$ cat src/rtl/cpu_pkg.sv
// ============================================================================
//  Module      : cpu_pkg
//  Description : Shared types and constants for the multi-cycle core:
//                pipeline stage numbers, fetch FSM states, NOP encoding and
//                fetch fault cause codes.
//  Revision    : 1.0 - initial release
// ============================================================================
`default_nettype none

package cpu_pkg;

  // Controller stage numbering
  localparam logic [2:0] FETCH  = 3'd0;
  localparam logic [2:0] DECODE = 3'd1;
  localparam logic [2:0] EXEC   = 3'd2;
  localparam logic [2:0] MEM    = 3'd3;
  localparam logic [2:0] WRITE  = 3'd4;

  // Fetch stage states
  typedef enum logic [1:0] {
    FS_IDLE  = 2'd0,
    FS_REQ   = 2'd1,
    FS_FAULT = 2'd2
  } fetch_state_t;

  // addi x0,x0,0
  localparam logic [31:0] NOP_INSTR = 32'h0000_0013;

  // Fault cause codes
  localparam logic [1:0] FC_NONE     = 2'b00;
  localparam logic [1:0] FC_MISALIGN = 2'b01;
  localparam logic [1:0] FC_TIMEOUT  = 2'b10;
  localparam logic [1:0] FC_PROTO    = 2'b11;

endpackage

`default_nettype wire

$ cat src/rtl/pc_reg.sv
// ============================================================================
//  Module      : pc_reg
//  Description : Program counter register with pc+4 adder, branch target
//                select and target alignment check. A misaligned taken
//                branch leaves the PC untouched.
//  Revision    : 1.0 - initial release
// ============================================================================
`default_nettype none

module pc_reg #(
  parameter logic [31:0] RESET_PC = 32'h0000_0000
) (
  input  logic        clk,
  input  logic        rst,
  input  logic        update_i,         // commit accepted this cycle
  input  logic        branch_taken_i,
  input  logic [31:0] branch_target_i,
  output logic [31:0] pc_o,
  output logic [31:0] pc_plus4_o,
  output logic [31:0] pc_next_o,        // PC as seen after this cycle's commit
  output logic        misalign_o
);

  logic [31:0] pc_q;
  logic [31:0] pc_d;

  assign pc_o       = pc_q;
  assign pc_plus4_o = pc_q + 32'd4;
  assign misalign_o = branch_taken_i && (branch_target_i[1:0] != 2'b00);

  // Without a commit the next PC is the current one, so a same-cycle fetch
  // always addresses the post-commit PC.
  assign pc_next_o = !update_i      ? pc_q            :
                     branch_taken_i ? branch_target_i : pc_plus4_o;

  assign pc_d = (update_i && !misalign_o) ? pc_next_o : pc_q;

  // PC register
  always_ff @(posedge clk) begin
    if (rst) begin
      pc_q <= RESET_PC;
    end else begin
      pc_q <= pc_d;
    end
  end

endmodule

`default_nettype wire

$ cat src/rtl/fetch_unit.sv
// ============================================================================
//  Module      : fetch_unit
//  Description : Instruction fetch stage. Owns the PC, issues one
//                instruction memory request per fetch_start over a
//                req/ready handshake and holds the word for decode.
//                Misaligned targets, memory timeouts and commands arriving
//                mid-request raise a sticky fault.
//  Revision    : 1.0 - initial release
// ============================================================================
`default_nettype none

module fetch_unit
  import cpu_pkg::*;
#(
  parameter logic [31:0] RESET_PC = 32'h0000_0000,
  parameter int unsigned TIMEOUT  = 255,           // 1..255
  parameter logic [31:0] NOP      = NOP_INSTR
) (
  input  logic        clk,
  input  logic        rst,
  input  logic        fetch_start,
  input  logic        pc_update,
  input  logic        branch_taken,
  input  logic [31:0] branch_target,
  output logic [31:0] pc,
  output logic [31:0] pc_plus4,
  output logic        imem_req,
  output logic [31:0] imem_addr,
  input  logic        imem_ready,
  input  logic [31:0] imem_rdata,
  output logic [31:0] instr_raw,
  output logic        fetch_done,
  output logic        fetch_busy,
  output logic        fault,
  output logic [1:0]  fault_cause
);

  // Last wait count value before the request is declared lost
  localparam logic [7:0] WAIT_LAST = 8'(TIMEOUT - 1);

  fetch_state_t state_q;
  logic         imem_req_q;
  logic [31:0]  imem_addr_q;
  logic [31:0]  instr_q;
  logic         fetch_done_q;
  logic [7:0]   wait_q;
  logic         fault_q;
  logic [1:0]   fault_cause_q;

  logic         w_pc_upd;
  logic [31:0]  w_pc_next;
  logic         w_misalign;
  logic         w_err_misalign;
  logic         w_err_proto;
  logic         w_err_timeout;

  // PC commits are honoured only while idle
  assign w_pc_upd = pc_update && (state_q == FS_IDLE);

  pc_reg #(
    .RESET_PC (RESET_PC)
  ) u_pc_reg (
    .clk             (clk),
    .rst             (rst),
    .update_i        (w_pc_upd),
    .branch_taken_i  (branch_taken),
    .branch_target_i (branch_target),
    .pc_o            (pc),
    .pc_plus4_o      (pc_plus4),
    .pc_next_o       (w_pc_next),
    .misalign_o      (w_misalign)
  );

  assign w_err_misalign = w_pc_upd && w_misalign;
  assign w_err_proto    = (state_q == FS_REQ) && (pc_update || fetch_start);
  assign w_err_timeout  = (state_q == FS_REQ) && !imem_ready && (wait_q == WAIT_LAST);

  // Sticky fault flag; the first recorded cause is kept until reset
  always_ff @(posedge clk) begin
    if (rst) begin
      fault_q       <= 1'b0;
      fault_cause_q <= FC_NONE;
    end else if (!fault_q) begin
      if (w_err_misalign) begin
        fault_q       <= 1'b1;
        fault_cause_q <= FC_MISALIGN;
      end else if (w_err_proto) begin
        fault_q       <= 1'b1;
        fault_cause_q <= FC_PROTO;
      end else if (w_err_timeout) begin
        fault_q       <= 1'b1;
        fault_cause_q <= FC_TIMEOUT;
      end
    end
  end

  // Fetch FSM with registered request, address, instruction and done pulse
  always_ff @(posedge clk) begin
    if (rst) begin
      state_q      <= FS_IDLE;
      imem_req_q   <= 1'b0;
      imem_addr_q  <= RESET_PC;
      instr_q      <= NOP;
      fetch_done_q <= 1'b0;
      wait_q       <= 8'd0;
    end else begin
      fetch_done_q <= 1'b0;
      case (state_q)
        FS_IDLE: begin
          if (w_err_misalign) begin
            state_q <= FS_FAULT;
          end else if (fetch_start && !fault_q) begin
            imem_addr_q <= w_pc_next;
            imem_req_q  <= 1'b1;
            wait_q      <= 8'd0;
            state_q     <= FS_REQ;
          end
        end
        FS_REQ: begin
          if (imem_ready) begin
            // A protocol error lets the outstanding transfer finish first
            instr_q      <= imem_rdata;
            imem_req_q   <= 1'b0;
            fetch_done_q <= 1'b1;
            state_q      <= (fault_q || w_err_proto) ? FS_FAULT : FS_IDLE;
          end else if (w_err_timeout) begin
            imem_req_q <= 1'b0;
            state_q    <= FS_FAULT;
          end else begin
            wait_q <= wait_q + 8'd1;
          end
        end
        FS_FAULT: begin
          imem_req_q <= 1'b0;
        end
        default: begin
          imem_req_q <= 1'b0;
          state_q    <= FS_FAULT;
        end
      endcase
    end
  end

  assign imem_req    = imem_req_q;
  assign imem_addr   = imem_addr_q;
  assign instr_raw   = instr_q;
  assign fetch_done  = fetch_done_q;
  assign fetch_busy  = (state_q == FS_REQ);
  assign fault       = fault_q;
  assign fault_cause = fault_cause_q;

endmodule

`default_nettype wire

$ cat config.mk
export PLATFORM = sky130hd
export DESIGN_NAME = fetch_unit
export DESIGN_NICKNAME = d
export VERILOG_FILES = /design/src/rtl/cpu_pkg.sv /design/src/rtl/pc_reg.sv /design/src/rtl/fetch_unit.sv
export SDC_FILE = /design/constraint.sdc
export NUM_CORES = 1
export LEC_CHECK = 0
export CORE_MARGIN = 10
export CORE_UTILIZATION = 47
export CTS_BUF_LIST = sky130_fd_sc_hd__clkbuf_8
export CTS_CLUSTER_SIZE = 8
export DETAILED_ROUTE_END_ITERATION = 8
export PLACE_DENSITY = 0.85
export SETUP_SLACK_MARGIN = 0.5
export SYNTH_ARGS = -nofsm -noshare
export SYNTH_HDL_FRONTEND = slang
export SYNTH_SLANG_ARGS = --single-unit
$ cat constraint.sdc
create_clock -name clk -period 2.53 [get_ports clk]
set_input_delay 0.506 -clock clk [delete_from_list [all_inputs] [get_ports clk]]
set_output_delay 0.506 -clock clk [all_outputs]
set_load 0.01 [all_outputs]
==> summary.txt, run 1 <==
Timing
  – RSZ-0062 raised after global routing: yes
  – Final setup viols: 13
  – Slew Viols, Final: 0
  – Fin crit share: 104%
  – Crit path time final: 2.64 ns
  – Min Hold Slack: 0.414 ns
  – Slew @ Worst Pin: slightly below 0.5 ns
  – Max-Slew Margin vs Limit: 67.4%
  – Max frequency: around 380 MHz
  – Hold Fails Final Rpt: 0
  – Clk_skew: 0.0145 ns
  – Final worst slack: -0.114 ns

Synth
  – Count of flip-flops with a built-in enable after synthesis: 0
  – YS warnings: 0
  – Leading area contributor after synthesis: dfxtp_1
  – Post-Syn Instances: 782
  – Top-area cell type share of the netlist area: 37.4%
  – FF+latch count, synth: approximately 110
  – Most common cell in the synthesized netlist: nand2_1
  – Commonest cells in the netlist: nand2_1, dfxtp_1, a21oi_1
  – Top FF cell, synth: dfxtp_1
  – Unique masters post-synth: 75
  – Syn_area_per_cell: 7.60 µm²
  – Proportion of synthesized chip area in sequential cells: between 30% and 40%
  – Ys async rst share: 0%
  – Synth area leaders: dfxtp_1, nand2_1, a21oi_1
  – Mapped Area: 0.00594 mm²
  – Syn_nets: 855

Setup path
  – Worst R2R Path Depth: 15
  – Crit-path max FO: 3
  – CP top delay family: buffers and inverters
  – Setup slack, reg-to-reg: -0.11 ns
  – Buf/Inv on CP: 10
  – Worst flop-to-flop path startpoint: u_pc_reg.pc_o[3]
  – Max incr delay on CP: 0.39 ns
  – CP max-delay cell: dfxtp_4
  – CP endpoint kind: register
  – CP Cell Sequence: nand4_1 > buf_6 > buf_6 > nor3_2 > buf_4 > nand4_1 > buf_4 > buf_6 > buf_6 > buf_6 > buf_6 > buf_6 > buf_6 > mux2i_4 > a31oi_1
  – Required @ worst endpoint: 2.85 ns
  – CP startpoint kind: register
  – Setup CP Type: register to register
  – Top cell by count, worst path: buf_6
  – Reg2reg end: imem_addr[31]
  – Arr. time, crit path: 2.96 ns

Clocking
  – CTS Buf Count: 9
  – CTS root buf: clkbuf_8
  – Clock transition at path regs: 0.11 ns
  – CTS HTree Levels: 3
  – Clk_lat worst skew: 0.40 ns
  – TritonCTS clock tree: built
  – Deepest clock path buffer count: 2
  – CTS Sinks: 111
  – Cts hold-fix bufs: 0

Hold path
  – Hold_sp: rst
  – WHS Endpoint: instr_raw[0]
  – Worst Hold Class: input port to register
  – Hold Path Cell Cnt: 3

Detailed routing
  – Routed len/inst: 22.6 µm
  – Post-route ant nets: 0
  – Remaining DRCs: 0
  – 1st-pass router iterations: 9
  – Drt total wl: between 20,000 and 30,000 µm
  – Via Count: 8,038
  – Vias per cell: 6.39
  – Starting DRT DRC Count: 1,043

Global route
  – Total track usage: between 20% and 30%
  – Largest net degree at the start of global routing: 66
  – Antenna violations before repair: 0
  – Vias in the first global route: 7,482
  – Global-route wire length before repair: 39,100 µm
  – GR Overflow Total: 0

Placement
  – HPWL after DPL: 16,800 µm
  – DP Area: 0.00877 mm²
  – IO Port Bufs: 203
  – GP Congestion: 0.929
  – Placed Cells: 1,180

Floorplanning
  – Chip width: 132 µm
  – Number of placed I/O pins: between 200 and 250
  – Die area: 0.0175 mm²
  – Row count: a little over 40
  – Initial Util: between 40 and 50%
  – Core area: about 0.013 mm²
  – Die height: 132 µm

Cells and area
  – Final Core Density: about four fifths
  – Final instance area: 0.00996 mm²
  – Final #Nets: 1,154
  – Share of cells above drive strength 1: 29.5%
  – Final std cells w/o fill: between 1,000 and 1,500
  – Fillers: 756
  – Layout area overhead: 67.5%
  – Diodes inserted: 0

Outcome
  – Status: complete, but fails checks
  – Violated checks: negative setup slack

Pwr
  – Clk pwr share: approximately 27%
  – Sw Share: between 30% and 40%
  – Combinational Power Share: 31.6%
  – Total power: 4.88 mW
  – Flop pwr share: 40.9%
  – Total leakage power: between 4 and 5 nW
  – Peak supply drop: roughly 0.00043 V
  – Net load switching power: about 1.6 mW
  – Power per Cell Area: 490 mW/mm²
  – Cell-internal power: ~3.3 mW

Run
  – Max-cap violations: 0
-- final cells by class --
cell class | count | area, µm² | area share, %
clock buffer | 9 | 124 | 1.24
clock inverter | 7 | 120 | 1.21
inverter | 12 | 45.0 | 0.452
multi-input combinational | 586 | 3860 | 38.8
sequential | 111 | 2280 | 22.9
tap | 172 | 215 | 2.16
timing repair buffer | 361 | 3320 | 33.3
-- stage by stage --
step                      worst slack [ns]  setup TNS, ns
after floorplan                      0.374              0
after global placement              0.0434              0
after detailed placement           -0.0190        -0.0190
after CTS                          0.00504              0
after global routing                -0.168          -1.28
final                               -0.114         -0.749
-- cells by family after synthesis --
family | share of synthesized area [%]
AOI/OAI and AO/OA | 23.1
xor gates and xnor gates | 4.71
adders and majority gates | 0.632
buffers and inverters | 6.80
DFF | 37.4
muxes | 0.863
and+or+nand+nor | 26.5
-- power by group through the flow --
stage / registers, mW / logic (mW) / clock network (mW)
2_1_floorplan: 2.07 / 0.629 / 0
3_3_place_gp: 2.02 / 1.42 / 0
3_5_place_dp: 2.02 / 1.45 / 0
4_1_cts: 1.99 / 1.44 / 1.32
5_1_grt: 2.01 / 1.63 / 1.40
6_report: 2.00 / 1.54 / 1.34
-- tightest hold or removal path, cell delays in order --
cell and delay, ns:
buf_2 0.12, inv_1 0.09, nand3_1 0.07
-- sequential cells by signal, indices dropped and copies added, names as in the netlist --
signal / count
fault: 1
fault_cause: 2
fetch_done: 1
imem_addr: 32
imem_req: 1
instr_raw: 32
state_q: 2
u_pc_reg.pc_o: 32
wait_q: 8
-- placed cells by master (no fill, tap or decap), types with 7 or more instances in the layout --
cell type | synthesis | routed
clkdlybuf4s50_1 | 0 | 158
nand2_1 | 133 | 126
buf_4 | 8 | 108
dfxtp_1 | 111 | 86
a21oi_1 | 88 | 84
o21ai_0 | 56 | 55
buf_6 | 2 | 44
nor2_1 | 46 | 39
buf_2 | 12 | 29
nand3_1 | 35 | 26
a31oi_1 | 24 | 21
nand4_1 | 16 | 16
dfxtp_2 | 0 | 16
nor3_1 | 17 | 13
xor2_1 | 13 | 11
inv_1 | 11 | 11
xnor2_2 | 0 | 10
xnor2_1 | 19 | 9
clkbuf_8 | 2 | 9
dfxtp_4 | 0 | 9
dlygate4sd2_1 | 0 | 8
and3_1 | 8 | 7
dlymetal6s2s_1 | 0 | 7
-- worst max-delay path by stage --
stage | from | endpoint | slack (ns) | cells past startpoint
after floorplan | u_pc_reg.pc_o[3] | pc_plus4[22] | 0.37 | 7
after global placement | u_pc_reg.pc_o[15] | pc_plus4[28] | 0.04 | 6
after detailed placement | pc_update | u_pc_reg.pc_o[12] | -0.02 | 8
after CTS | u_pc_reg.pc_o[3] | pc_plus4[21] | 0.005 | 7
after global routing | u_pc_reg.pc_o[15] | pc_plus4[27] | -0.17 | 6
final | u_pc_reg.pc_o[3] | imem_addr[31] | -0.11 | 15
-- what timing repair did --
item                                    CTS  global route
setup buffers                            47            15
cloned                                    0             0
hold endpoints to repair                  0             0
resized for setup                       180            92
pin swaps                                33            50
endpoints found under the setup margin   60            56
-- routing by layer --
layer | wire length [µm] | global-route usage, %
met2 | 13000 | 45.6
met5 | 0 | 0
met1 | 9890 | 29.7
met4 | 1910 | 13.3
met3 | 3650 | 8.97
Note: power is estimated with default switching activity, not from simulation.
==> run 2: changes to the inputs <==
--- a/config.mk
+++ b/config.mk
@@ -6,12 +6,13 @@
 export NUM_CORES = 1
 export LEC_CHECK = 0
 export CORE_MARGIN = 10
-export CORE_UTILIZATION = 47
+export CORE_UTILIZATION = 48
 export CTS_BUF_LIST = sky130_fd_sc_hd__clkbuf_8
 export CTS_CLUSTER_SIZE = 8
 export DETAILED_ROUTE_END_ITERATION = 8
-export PLACE_DENSITY = 0.85
+export PLACE_DENSITY_LB_ADDON = 0.25
 export SETUP_SLACK_MARGIN = 0.5
 export SYNTH_ARGS = -nofsm -noshare
 export SYNTH_HDL_FRONTEND = slang
+export SYNTH_HIERARCHICAL = 1
 export SYNTH_SLANG_ARGS = --single-unit
==> summary.txt, run 2 <==
Cells and area
  – Layout area overhead: 69.7%
  – Final Core Density: 82.4% (+2.8 points)
  – Final std cells w/o fill: 1,286 (+2.2%)
  – Final #Nets: 1,182 (+2.4%)
  – Share of cells above drive strength 1: 31.1% (+1.6 points)
  – Most frequent cells in the layout: nand2_1, clkdlybuf4s50_1, buf_4
  – Final instance area: 0.0103 mm² (+3.6%)
  – Most common cell after layout, fill and taps aside: nand2_1

Detailed routing
  – Routed len/inst: 23.7 µm (+4.9%)
  – Vias per cell: 6.50 (+1.7%)
  – Starting DRT DRC Count: 1,427 (+37%)
  – Via Count: 8,360 (+4.0%)
  – Drt total wl: 30,500 µm (+7.3%)
  – 1st-pass router iterations: 9 (unchanged)
  – Post-route ant nets: 0 (unchanged)
  – Remaining DRCs: 1 (+1)

Synth
  – Top FF cell, synth: dfxtp_1
  – Unique masters post-synth: 73 (-2.7%)
  – Leading area contributor after synthesis: dfxtp_1
  – Proportion of synthesized chip area in sequential cells: 36.6% (-0.82 points)
  – Count of flip-flops with a built-in enable after synthesis: 0 (unchanged)
  – Synth area leaders: dfxtp_1, nand2_1, a21oi_1
  – YS warnings: 6 (+6)
  – Ys async rst share: 0% (unchanged)
  – Syn_area_per_cell: 7.56 µm² (-0.57%)
  – Top-area cell type share of the netlist area: 36.6% (-0.82 points)
  – Post-Syn Instances: 804 (+2.8%)
  – Syn_nets: 877 (+2.6%)
  – FF+latch count, synth: 111 (unchanged)
  – Most common cell in the synthesized netlist: nand2_1
  – Mapped Area: 0.00608 mm² (+2.2%)
  – Commonest cells in the netlist: nand2_1, dfxtp_1, a21oi_1

Clocking
  – CTS HTree Levels: 3 (unchanged)
  – Deepest clock path buffer count: 2 (unchanged)
  – CTS root buf: clkbuf_8
  – CTS Sinks: 111 (unchanged)
  – CTS Buf Count: 9 (unchanged)
  – TritonCTS clock tree: built
  – Clk_lat worst skew: 0.40 ns (about the same)
  – Clock transition at path regs: 0.11 ns (about the same)
  – Cts hold-fix bufs: 0 (unchanged)

Global route
  – Total track usage: 28.3% (+1.3 points)
  – Antenna violations before repair: 1 (+1)
  – Vias in the first global route: 7,229 (-3.4%)
  – Global-route wire length before repair: 40,700 µm (+4.2%)
  – GR Overflow Total: 0 (unchanged)
  – Largest net degree at the start of global routing: 46 (-30%)

Pwr
  – Peak supply drop: 0.000360 V (-17%)
  – Total power: 4.16 mW (-15%)
  – Power per Cell Area: 404 mW/mm² (-18%)
  – Total leakage power: 4.37 nW (+9.0%)

Timing
  – Final setup viols: 18 (+5)
  – Setup TNS: -1.71 ns (-0.963 ns)
  – RSZ-0062 raised after global routing: yes
  – Fin crit share: 108% (+3.9 points)
  – Hold Fails Final Rpt: 0 (unchanged)
  – Slew Viols, Final: 0 (unchanged)
  – Slew @ Worst Pin: 0.675 ns (+0.193 ns)
  – Max frequency: 365 MHz (-3.6%)
  – Min Hold Slack: 0.458 ns (+0.0441 ns)
  – Crit path time final: 2.74 ns (+0.0987 ns)
  – Final worst slack: -0.213 ns (-0.0987 ns)
  – Clk_skew: 0.0160 ns (+0.00159 ns)
  – Max-Slew Margin vs Limit: 54.4% (-13 points)

Placement
  – GP Congestion: 0.963 (+3.6%)
  – Dpl ws: -0.0273 ns (-0.00837 ns)
  – IO Port Bufs: 203 (unchanged)
  – DP Area: 0.00880 mm² (+0.31%)
  – HPWL after DPL: 16,500 µm (-1.8%)
  – Placed Cells: 1,195 (+1.3%)

Floorplanning
  – Die height: 133 µm (about the same)
  – Row count: 41 (unchanged)
  – Initial Util: 48.6% (+1.1 points)
  – Core area: 0.0125 mm² (unchanged)
  – Number of placed I/O pins: 204 (unchanged)
  – Die area: 0.0176 mm² (about the same)
  – Chip width: 133 µm (about the same)

Setup path
  – Crit-path max FO: 3 (unchanged)
  – Required @ worst endpoint: 2.80 ns (-0.05 ns)
  – Worst R2R Path Depth: 18 (+3)
  – Arr. time, crit path: 3.01 ns (+0.05 ns)
  – CP startpoint kind: register
  – CP endpoint kind: register
  – Setup CP Type: register to register

Hold path
  – Worst Hold Class: register to register
  – Hold Path Cell Cnt: 2 (-1)

Run
  – Max-cap violations: 0 (unchanged)

Outcome
  – Status: complete, but fails checks
  – Violated checks: design-rule violations, negative setup slack
## run 2: routing by layer
metal | global-route usage, % | vias up | routed length [µm]
met1 | 34.5 | 3798 | 10700
met3 | 7.72 | 277 | 4200
met4 | 11.3 | 0 | 2230
met5 | 0 | - | 0
li1 | - | 3448 | -
met2 | 46.1 | 837 | 13300
## run 2: kinds of logic (layout without fill, tap and decap cells)
kind of cell             Yosys count  after routing  synth area share [%]
multiplexers                       5              5                 0.865
buffers and inverters             92            401                  7.02
AO/OA/AOI/OAI                    238            238                  25.0
AND/OR/NAND/NOR                  329            329                  26.2
other                              0              1                     0
adder cells (fa/ha/maj)            3              3                 0.618
XOR/XNOR                          26             26                  3.75
flip-flops                       111            111                  36.6
## run 2: power breakdown
group	total (mW)	internal [mW]	switching, mW
sequential	1.89	1.82	0.0717
combinational	1.19	0.526	0.660
clock	1.08	0.444	0.637
total	4.16	2.79	1.37
## run 2: final timing paths
kind | startpoint | endpoint | slack, ns
worst min-delay path | instr_raw[25] | instr_raw[25] | 0.46
worst max-delay path | u_pc_reg/pc_o[2] | imem_addr[28] | -0.21
worst min register to register | instr_raw[25] | instr_raw[25] | 0.46
worst max register to register | u_pc_reg/pc_o[2] | imem_addr[28] | -0.21
## run 2: worst max-delay path, stage by stage (launching register included)
cell and delay [ns]:
dfxtp_2 0.38, ha_4 0.16, nand3_4 0.10, buf_6 0.14, nor2_2 0.09, buf_4 0.18, nand4_1 0.16, buf_4 0.18
buf_6 0.11, buf_6 0.10, buf_6 0.10, buf_6 0.10, buf_6 0.11, buf_6 0.11, buf_6 0.12, a21o_1 0.15
a22o_1 0.18, nand2_1 0.07, a21oi_2 0.05
## run 2: timing repair
item	in CTS	in global routing
setup buffers	41	33
gates cloned	1	0
resized for setup	243	88
endpoints found under the setup margin	69	93
pin swaps	37	46
endpoints found under the hold margin	0	0
## run 2: area by class of cell
type / count / area (µm²)
multi-input cells: 601 / 4160
repair buffers: 365 / 3410
flip-flops and latches: 111 / 2270
fillers: 724 / 2200
well taps: 172 / 215
clock buffers: 9 / 124
inverters: 21 / 78.8
clock inverters: 6 / 55.1
diodes: 1 / 2.50
